File: src/rtl/ccd_pixel_packer_if.sv
// rtl/ccd_pixel_packer_if.sv - req/out/accept word handshake toward one tx_mux priority input
interface ccd_pixel_packer_if;
   logic        req;
   logic [15:0] out;
   logic        accept;

   modport master (output req, output out, input accept);
   modport slave  (input req, input out, output accept);
endinterface

File: src/rtl/ccd_pixel_packer.sv
// rtl/ccd_pixel_packer.sv - CCD pixel/strobe capture with marker insertion, word FIFO and drop counting
module ccd_pixel_packer #(
   parameter int          DEPTH_LOG2 = 4,
   parameter logic [15:0] CLAMP_MAX  = 16'hFFFB
) (
   input  logic                  clk,
   input  logic                  rst_n,
   input  logic                  en,
   input  logic                  frame_start,
   input  logic                  line_end,
   input  logic                  pix_valid,
   input  logic [15:0]           pix_data,
   ccd_pixel_packer_if.master    tx,
   output logic [DEPTH_LOG2:0]   level,
   output logic [15:0]           drop_cnt,
   output logic                  overflow,
   input  logic                  drop_clr
);
   localparam int                DEPTH   = 1 << DEPTH_LOG2;
   localparam logic [DEPTH_LOG2:0] DEPTH_W = (DEPTH_LOG2 + 1)'(DEPTH);

   logic [15:0]           mem [DEPTH];
   logic [DEPTH_LOG2-1:0] wr_ptr, rd_ptr, rd_n;
   logic [15:0]           frame_cnt, out_r, w0, w1, head_n, base_cnt;
   logic [DEPTH_LOG2:0]   free, level_n, remain;
   logic [1:0]            n_push, n_drop;
   logic                  fc_inc, pop;
   logic [16:0]           drop_sum;

   always_comb begin
      n_push = 2'd0;
      n_drop = 2'd0;
      w0     = 16'h0000;
      w1     = 16'h0000;
      fc_inc = 1'b0;
      free   = DEPTH_W - level;
      // Only the highest-priority strobe is serviced; lower ones that fired are lost.
      if (en) begin
         if (frame_start) begin
            fc_inc = 1'b1;
            w0     = 16'hFFFF;
            w1     = frame_cnt;
            n_push = (free >= (DEPTH_LOG2 + 1)'(2)) ? 2'd2 : 2'd0;
            n_drop = 2'(free < (DEPTH_LOG2 + 1)'(2)) + 2'(line_end) + 2'(pix_valid);
         end else if (line_end) begin
            w0     = 16'hFFFE;
            n_push = (free != '0) ? 2'd1 : 2'd0;
            n_drop = 2'(free == '0) + 2'(pix_valid);
         end else if (pix_valid) begin
            w0     = (pix_data > CLAMP_MAX) ? CLAMP_MAX : pix_data;
            n_push = (free != '0) ? 2'd1 : 2'd0;
            n_drop = 2'(free == '0);
         end
      end
      pop     = tx.accept && (level != '0);
      level_n = level + (DEPTH_LOG2 + 1)'(n_push) - (DEPTH_LOG2 + 1)'(pop);
      rd_n    = rd_ptr + DEPTH_LOG2'(pop);
      remain  = level - (DEPTH_LOG2 + 1)'(pop);
      // With nothing older left after the pop, the new head is this cycle's first write.
      head_n  = (remain == '0) ? w0 : mem[rd_n];
      base_cnt = drop_clr ? 16'h0000 : drop_cnt;
      drop_sum = {1'b0, base_cnt} + 17'(n_drop);
   end

   always_ff @(posedge clk) begin
      if (n_push != 2'd0) mem[wr_ptr] <= w0;
      if (n_push == 2'd2) mem[wr_ptr + DEPTH_LOG2'(1)] <= w1;
   end

   always_ff @(posedge clk or negedge rst_n) begin
      if (!rst_n) begin
         wr_ptr    <= '0;
         rd_ptr    <= '0;
         level     <= '0;
         out_r     <= 16'h0000;
         frame_cnt <= 16'h0000;
         drop_cnt  <= 16'h0000;
         overflow  <= 1'b0;
      end else begin
         wr_ptr <= wr_ptr + DEPTH_LOG2'(n_push);
         rd_ptr <= rd_n;
         level  <= level_n;
         if (level_n != '0) out_r <= head_n;
         if (fc_inc) frame_cnt <= frame_cnt + 16'd1;
         drop_cnt <= drop_sum[16] ? 16'hFFFF : drop_sum[15:0];
         overflow <= (overflow && !drop_clr) || (n_drop != 2'd0);
      end
   end

   assign tx.req = (level != '0);
   assign tx.out = out_r;
endmodule

File: src/flat_wrapper.sv
// flat-port wrapper written by rule: the top's interface ports become plain ports
module ccd_pixel_packer_flat 
#(
   parameter int          DEPTH_LOG2 = 4,
   parameter logic [15:0] CLAMP_MAX  = 16'hFFFB
)
  (clk, rst_n, en, frame_start, line_end, pix_valid, pix_data, level, drop_cnt, overflow, drop_clr, tx_req, tx_out, tx_accept);
  ccd_pixel_packer_if tx_i ();
  input  logic clk;
  input  logic rst_n;
  input  logic en;
  input  logic frame_start;
  input  logic line_end;
  input  logic pix_valid;
  input  logic [15:0] pix_data;
  output logic [DEPTH_LOG2:0] level;
  output logic [15:0] drop_cnt;
  output logic overflow;
  input  logic drop_clr;
  output wire logic [$bits(tx_i.req)-1:0] tx_req;
  output wire logic [$bits(tx_i.out)-1:0] tx_out;
  input wire logic [$bits(tx_i.accept)-1:0] tx_accept;
  assign tx_req = tx_i.req;
  assign tx_out = tx_i.out;
  assign tx_i.accept = tx_accept;
  ccd_pixel_packer #(.DEPTH_LOG2(DEPTH_LOG2), .CLAMP_MAX(CLAMP_MAX)) u_core (.clk(clk), .rst_n(rst_n), .en(en), .frame_start(frame_start), .line_end(line_end), .pix_valid(pix_valid), .pix_data(pix_data), .tx(tx_i), .level(level), .drop_cnt(drop_cnt), .overflow(overflow), .drop_clr(drop_clr));
endmodule
File: config.mk
export PLATFORM = sky130hd
export DESIGN_NAME = ccd_pixel_packer_flat
export DESIGN_NICKNAME = d
export VERILOG_FILES = /design/src/rtl/ccd_pixel_packer_if.sv /design/src/rtl/ccd_pixel_packer.sv /design/src/flat_wrapper.sv
export SDC_FILE = /design/constraint.sdc
export NUM_CORES = 1
export LEC_CHECK = 0
export ABC_AREA = 0
export CORE_MARGIN = 1.5
export CORE_UTILIZATION = 30
export DETAILED_ROUTE_END_ITERATION = 7
export SLEW_MARGIN = 20
export SYNTH_ARGS = -nofsm -noshare
export SYNTH_HDL_FRONTEND = slang
export SYNTH_SLANG_ARGS = --single-unit
File: constraint.sdc
create_clock -name clk -period 11.3 [get_ports clk]
set_clock_uncertainty 0.15 [all_clocks]
set_input_delay 2.26 -clock clk [delete_from_list [all_inputs] [get_ports clk]]
set_output_delay 2.26 -clock clk [all_outputs]
set_load 0.03 [all_outputs]
Word level (Yosys, flattened, before mapping). Memories as Yosys holds them, arrays and structs flattened. Index checks and enable logic that the tools add are counted.

$lt $le $gt $ge: 3. Reductions and logical operators: 11. Equality and inequality tests: 1. $add $sub $neg: 12. Multiplexer cells: 26.

Operators by type and width (number): 16-bit 2-to-1 mux (10); 16-bit by 2-bit adder with 17-bit output (1); 16-bit by 1-bit adder with 16-bit output, second input constant (1); 16-bit greater-than comparator, second input constant (1); 2-bit 2-to-1 mux (8); 5-bit nonzero test (3); 5-bit zero test (2); 5-bit by 1-bit subtractor with 5-bit output (2); 1-bit 2-to-1 mux (8); 5-bit by 2-bit adder with 5-bit output (1); 5-bit by 2-bit greater-or-equal comparator with 1-bit output, second input constant (1); 5-bit by 2-bit less-than comparator with 1-bit output, second input constant (1); 5-bit subtractor, first input constant (1); 1-bit by 1-bit adder with 2-bit output (2); 4-bit by 1-bit adder with 4-bit output (1); 4-bit by 1-bit adder with 4-bit output, second input constant (1); 4-bit by 2-bit adder with 4-bit output (1); 2-bit nonzero test (2); 2-bit by 1-bit adder with 2-bit output (1); 2-bit == test, second input constant (1); 1-bit logical AND (2); 1-bit zero test (1); 1-bit logical OR (1).

Memories kept: 1. Logic and storage cells: 61. RAM bits: 256. Output and inout bits: 39. Flip-flop bits (word level): 62. Input port bits: 24.

Memories: u_core.mem (depth 16, bits a word 16, rd ports 1, clocked after memory_dff 0, write ports 2, line ccd_pixel_packer.sv:22) `logic [15:0] mem [DEPTH];`.

Logic depth before layout (Yosys ltp).
Word-level depth: 10. Mapped depth: 23. Depth with buffers taken out: 21.

Worst setup path after synthesis. OpenSTA, ideal clock, no wires.

Path type: input to register. Start: input en. End: register u_core.out_r[0] (netlist: u_core.tx.out[0]). Setup slack: 5767 ps. Cell stages on the path: 13. Library setup time: 125 ps. Data required time: 11025 ps. Path buffers: 4. Arrival time: 5258 ps. Path through: clkbuf_1 and2_1 clkbuf_1 nand3_2 ha_1 fa_1 nand2b_1 a21oi_1 or3_1 a211o_1 clkbuf_1 buf_2 mux2_2.

Cells in the longest elaborated chain, start to end: 4. Elaborated cells on any way between the ends: 6. Those cells by class: add/sub (2); mux (3); reduce/logical (1).

Ends and longest elaborated chain: from (decl) (line flat_wrapper.sv:11) `input logic en;`; 2-bit 2-to-1 mux (line ccd_pixel_packer.sv:38) `if (en) begin`; 5-bit by 2-bit adder with 5-bit output (line ccd_pixel_packer.sv:56) `level_n = level + (DEPTH_LOG2 + 1)'(n_push) - (DEPTH_LOG2 + 1)'(pop);`; 5-bit by 1-bit subtractor with 5-bit output (line ccd_pixel_packer.sv:56); 5-bit nonzero test (line ccd_pixel_packer.sv:83) `if (level_n != '0) out_r <= head_n;`; to (signal assigned) (line ccd_pixel_packer.sv:83); to (decl) (line ccd_pixel_packer.sv:24) `logic [15:0] frame_cnt, out_r, w0, w1, head_n, base_cnt;`.

Parallel ways exist; a longest one is shown, timed or not. A chain may end at the register's enable or synchronous reset.

==> qor.csv <==
metric;value;unit
status;finished, final reports clean;
postRouteAntennaNets;0;
gp_congestion;0.7966;
synth_ff_type;edfxtp_1;
dp_hpwl;30.58;mm
clock_latency;0.52;ns
ir_drop;0.1267;mV
clockBufferDepth;3;
ios;63;
ys_ff_latch;318;
dieArea;0.05446;sq mm
cp.arrival;6.47;ns
slowest_stage;nand4_1;
worstSetupPathType;input pin to flop;
slew_headroom;0.2422;
timing_hold_violations_final;0;
clkPwrFrac;0.243;
gr-usage-all-layers;0.1716;
nNetsFinal;1323;
avgSynthCellArea;12.80;sq um
p_sw_frac;0.3459;
syn_inst;1244;
leakage;6.733;nW
synth_nets;1294;
p_switching;1.611;mW
n_antenna_cell;0;
dr.pass1.iters;5;
ctsHoldBuffers;0;
vias;10680;
ctsResizeCount;0;
tns;0;ns
synth_seq_area_share;0.5803;
synth_cell_types;53;
path_buf_inv;4;
intPower;3.046;mW
io_buffer_count;62;
initial_core_util;0.3030;
whs;0.3278;ns
drive_above_1_share;0.1671;
ys.warnings.count;0;
power.share.combinational;0.408;
grt_pass1_vias;10890;
numCtsBuffers;36;
cts_tree;built;
drt_first_iter_violations;1080;
path_max_fanout;60;
fmax;0.1565;GHz
wire_per_inst;23.18;um
max_stage_delay;0.97;ns
seqPwrFrac;0.349;
end_kind;flop;
die_w;233.4;um
path_cells;clkdlybuf4s50_1 -> and2_1 -> nand3_2 -> inv_2 -> buf_4 -> nand4_1 -> o31ai_4 -> buf_8;
grt_pass1_wl;69.86;mm
async_reset_ff_frac;0.1950;
clkTransAtPathRegs;0.06;ns
cts-root-buf;clkbuf_16;
dieHeight;233.4;um
power_density;252.3;mW/mm^2
syn_area;0.01592;sq mm
rsz0062_at_grt;no;
worstPathRequired;11.38;ns
grt_max_degree;66;
antenna_found_initial;1;
cts_num_sinks;318;
period_share;0.5654;
maxCapViolations;0;
worstMarginPinSlew;1.137;ns
overflow;0;
setup_viol;0;
worstHoldPathType;flop to flop;
period_minus_slack;6.389;ns
post_cts.repair.setup_buffers;0;
synth_edf_count;256;
core_area;0.05255;sq mm
rows;84;
htree_num_levels;2;
areaGrowthSynthToFinish;15.92;%
critical-path-top-delay-family;simple AND/OR/NAND/NOR gates;
crit_path_start_kind;input pin;
viasPerCell;5.372;
wl;46.05;mm
drc;0;
drv_slew;0;
-- cell usage after synthesis, drive strengths merged (2+ instances only) --
cell type / instances / share of area
a211o: 3 / 0.0017
a211oi: 2 / 0.00094
a21o: 15 / 0.0071
a21oi: 125 / 0.040
a31oi: 3 / 0.0012
and2: 6 / 0.0024
and3: 7 / 0.0028
buf: 35 / 0.014
clkbuf: 60 / 0.014
dfrtp: 62 / 0.097
edfxtp: 256 / 0.48
fa: 4 / 0.0050
ha: 22 / 0.017
inv: 28 / 0.0066
mux2: 32 / 0.026
mux2i: 10 / 0.0063
mux4: 77 / 0.11
nand2: 39 / 0.0092
nand2b: 10 / 0.0039
nand3: 20 / 0.0066
nand3b: 3 / 0.0014
nand4: 15 / 0.0059
nor2: 220 / 0.052
nor2b: 8 / 0.0031
nor3: 15 / 0.0047
nor3b: 2 / 0.0013
nor4: 11 / 0.0043
o211ai: 3 / 0.0014
o21a: 81 / 0.038
o21ai: 13 / 0.0041
o22ai: 2 / 0.00079
o31ai: 4 / 0.0019
or2: 3 / 0.0012
or3: 5 / 0.0020
or4: 2 / 0.00094
xnor2: 24 / 0.013
xor2: 10 / 0.0055
-- metal layers --
| metal | vias up | wire length, um | global-route usage |
|---|---|---|---|
| met4 | 2 | 1236 | 0.05168 |
| met1 | 5414 | 19700 | 0.2365 |
| met3 | 77 | 4214 | 0.04565 |
| met2 | 508 | 20890 | 0.2638 |
| met5 | - | 13 | 0 |
| li1 | 4674 | - | - |
-- layout by cell type, fill, tap and decap left out, drive strengths merged, types with 20 or more instances in the layout --
cell and n:
edfxtp 256, o21a 81, nand3 20, dfrtp 62, a21oi 125, buf 25, ha 22, nand2 39
mux4 77, clkdlybuf4s50 61, xnor2 24, nor2 220, inv 29, clkbuf 48, mux2 32
-- sequential cells by signal, summed over array words and instances, names as in the netlist --
name	cells
u_core.rd_ptr	4
u_core.tx.out	16
u_core.overflow	1
u_core.mem	256
u_core.wr_ptr	4
u_core.frame_cnt	16
u_core.level	5
u_core.drop_cnt	16
-- power by group through the flow --
stage          clock network [mW]  logic, mW  registers [mW]
5_1_grt                      1.20       2.03            1.64
4_1_cts                      1.16       1.90            1.62
2_1_floorplan                   0       1.33            1.64
6_report                     1.13       1.90            1.62
3_5_place_dp                    0       1.89            1.65
3_3_place_gp                    0       1.86            1.65
-- kinds of logic after synthesis --
family	Yosys count	share of synthesized area
buffers and inverters	123	0.03521
XOR/XNOR	34	0.01870
adder cells (fa/ha/maj)	26	0.02232
multiplexers	119	0.1411
AO/OA/AOI/OAI	255	0.09910
AND/OR/NAND/NOR	369	0.1033
flip-flops	318	0.5803
-- per-stage QoR --
stage / power, mW / std cells / area [sq um] / worst slack, ns / utilization
finish: 4.656 / 1987 / 18460 / 4.911 / 0.3512
global route: 4.875 / 1987 / 18460 / 4.626 / 0.3512
CTS: 4.685 / 1987 / 18440 / 4.900 / 0.3509
detailed placement: 3.541 / 1923 / 17310 / 4.344 / 0.3295
global placement: 3.509 / 1922 / 17280 / 4.350 / 0.3288
floorplan: 2.968 / 1244 / 15920 / 5.767 / -
-- area by class of cell --
cell class | count | area (sq um)
Fill cell | 5107 | 34090
Sequential cell | 318 | 9239
Multi-Input combinational cell | 803 | 6315
Clock buffer | 48 | 997.2
Tap cell | 688 | 860.8
Timing Repair Buffer | 86 | 809.5
Clock inverter | 16 | 130.1
Inverter | 28 | 105.1
-- final timing paths --
kind	startpoint	endpoint	slack, ns	cells after the start
worst max-delay path	en	u_core.mem[14][3]$_DFFE_PP_	4.91	8
min in group asynchronous	rst_n	u_core.wr_ptr[0]$_DFF_PN0_	1.74	1
worst max register to register	u_core.level[2]$_DFF_PN0_	u_core.drop_cnt[6]$_DFF_PN0_	5.96	19
max in group asynchronous	rst_n	u_core.tx.out[5]$_DFFE_PN0P_	8.65	1
worst min register to register	u_core.frame_cnt[15]$_DFFE_PN0P_	u_core.frame_cnt[15]$_DFFE_PN0P_	0.33	1
worst min-delay path	u_core.frame_cnt[15]$_DFFE_PN0P_	u_core.frame_cnt[15]$_DFFE_PN0P_	0.33	1
Power figures use the tool's default switching activity.
==> RTL change (same flow settings) <==
`DEPTH_LOG2` is set to 4 in 2 places; all go to 3.
--- a/src/rtl/ccd_pixel_packer.sv
+++ b/src/rtl/ccd_pixel_packer.sv
@@ -1,6 +1,6 @@
 // rtl/ccd_pixel_packer.sv - CCD pixel/strobe capture with marker insertion, word FIFO and drop counting
 module ccd_pixel_packer #(
-   parameter int          DEPTH_LOG2 = 4,
+   parameter int          DEPTH_LOG2 = 3,
    parameter logic [15:0] CLAMP_MAX  = 16'hFFFB
 ) (
    input  logic                  clk,
--- a/src/flat_wrapper.sv
+++ b/src/flat_wrapper.sv
@@ -1,7 +1,7 @@
 // flat-port wrapper written by rule: the top's interface ports become plain ports
 module ccd_pixel_packer_flat 
 #(
-   parameter int          DEPTH_LOG2 = 4,
+   parameter int          DEPTH_LOG2 = 3,
    parameter logic [15:0] CLAMP_MAX  = 16'hFFFB
 )
   (clk, rst_n, en, frame_start, line_end, pix_valid, pix_data, level, drop_cnt, overflow, drop_clr, tx_req, tx_out, tx_accept);
Ports: changed (resized level); port bits go from 63 to 62. The function was not compared with the original's and may differ.
==> RTL change against the unedited design <==
- die area fell by 42%
- routed wire length is 49% lower
- sequential cell count fell by 131
- synthesized area is 42% lower
- cell area shrank 41%
- setup slack improved by 490 ps
- total power shrank 38%
- final cell count fell by 41%
- critical endpoint is now u_core.tx.out[13]
- largest power group unchanged
==> RTL change: results (changes against the unedited design) <==
metric	value	unit	change
peakVddDrop	0.1310	mV	was 0.1267 mV
multi_input_area_share	33.36	%	was 34.21%
clkbuf_count	19		was 48
max-clock-path-buffers	2		was 3
gp_congestion	0.7902		was 0.7966
synth_cell_type_count	50		was 53
run_status	finished, final reports clean		unchanged
regArea	0.005320	sq mm	was 0.009239 sq mm
clock_latency	440	ps	was 520 ps
cellLeakagePower	3.998	nW	was 6.733 nW
slowest_delay	850	ps	was 970 ps
synth_commonest_cells	144 x a21oi_1, 128 x edfxtp_1, 59 x dfrtp_1		was 256 x edfxtp_1, 220 x nor2_1, 124 x a21oi_1
io_buffers	61		was 62
fin_nets	801		was 1323
relSlewSlack	27.34	%	was 24.22%
diodes	0		unchanged
grt_use_total	15.43	%	was 17.16%
cp.arrival	6080	ps	was 6470 ps
cp_slowest_cell	or4_1		was nand4_1
avgSynthCellArea	13.31	sq um	was 12.80 sq um
hpwl	15000	microns	was 30580 microns
drt_wl_total	23620	microns	was 46050 microns
async_flop_share	31.55	%	was 19.50%
numPlacedInstances	1131		was 1923
maxCapViolCount	0		unchanged
switchingPower	1.073	mW	was 1.611 mW
layout.cells.non_filler	1163		was 1987
grt_pass1_wl	36120	microns	was 69860 microns
grt_pass1_vias	6075		was 10890
cts_max_level	4		was 2
synth_enable_flop_cells	128		was 256
drive_gt1_share	16.17	%	was 16.71%
seq_cell_count	187		was 318
synth_area_leaders	edfxtp_1 42%, dfrtp_1 16%, a21oi_1 7.8%		was edfxtp_1 48%, mux4_2 11%, dfrtp_1 9.7%
drt_iter0_drc	575		was 1080
buffers	75		was 86
grt_max_degree	60		was 66
clkCellAreaFrac	5.490	%	was 6.108%
buffer_area_share	6.565	%	was 4.386%
largest_register_ffs	128		was 256
critPathMaxFanout	22		was 60
numCtsBuffers	17		was 36
vias	5977		was 10680
num-multi-input-gates	448		was 803
hp-class	reg2reg		unchanged
seq_area_frac_synth	57.69	%	was 58.03%
syn_nets	740		was 1294
power_frac_comb	43.7	%	was 40.8%
fillers	2935		was 5107
num-nonclk-inverters	25		was 28
p_clk	0.600	mW	was 1.13 mW
antenna_found_initial	0		was 1
[RTL change: stage by stage]
stage | cell area, sq um | power, mW | worst slack [ps] | util (%)
6_report | 10830 | 2.884 | 5398 | 35.58
5_1_grt | 10830 | 3.043 | 5168 | 35.58
4_1_cts | 10820 | 2.910 | 5355 | 35.55
3_5_place_dp | 10220 | 2.313 | 4901 | 33.59
3_3_place_gp | 10220 | 2.289 | 4992 | 33.59
2_1_floorplan | 9221 | 1.945 | 5909 | -
[RTL change: worst max-delay path, delay by kind of cell]
kind | cells | cell delay [ps]
compound gates | 3 | 560
xor+xnor | 1 | 100
simple gates | 2 | 1030
buf+inv | 3 | 1020
mux | 1 | 440
fa+ha+maj | 2 | 660
[RTL change: routing by layer]
layer,part of all wire (%),wire [microns],track usage [%],vias up
met5,0,0,0,-
met2,51,12010,27.07,166
met4,1.4,337,3.542,0
met3,5.1,1203,3.005,16
met1,43,10070,19.56,3062
li1,-,-,-,2733
[RTL change: cells by family after synthesis]
| group | Yosys count | synth area share [%] |
|---|---|---|
| buf+inv | 58 | 3.351 |
| fa+ha+maj | 23 | 3.446 |
| simple gates | 130 | 8.304 |
| mux | 80 | 13.26 |
| compound gates | 181 | 10.72 |
| xor+xnor | 34 | 3.229 |
| flops | 187 | 57.69 |
[RTL change: worst paths after layout]
kind,start,to,depth (start not counted),slack [ps]
max in group asynchronous,rst_n,u_core.frame_cnt[3],2,8570
setup reg to reg,u_core.level[1],u_core.tx.out[13],15,6280
min in group asynchronous,rst_n,u_core.tx.out[11],2,1860
hold reg to reg,u_core.frame_cnt[15],u_core.frame_cnt[15],1,350
hold / removal,u_core.frame_cnt[15],u_core.frame_cnt[15],1,350
setup / recovery,frame_start,u_core.tx.out[13],12,5400
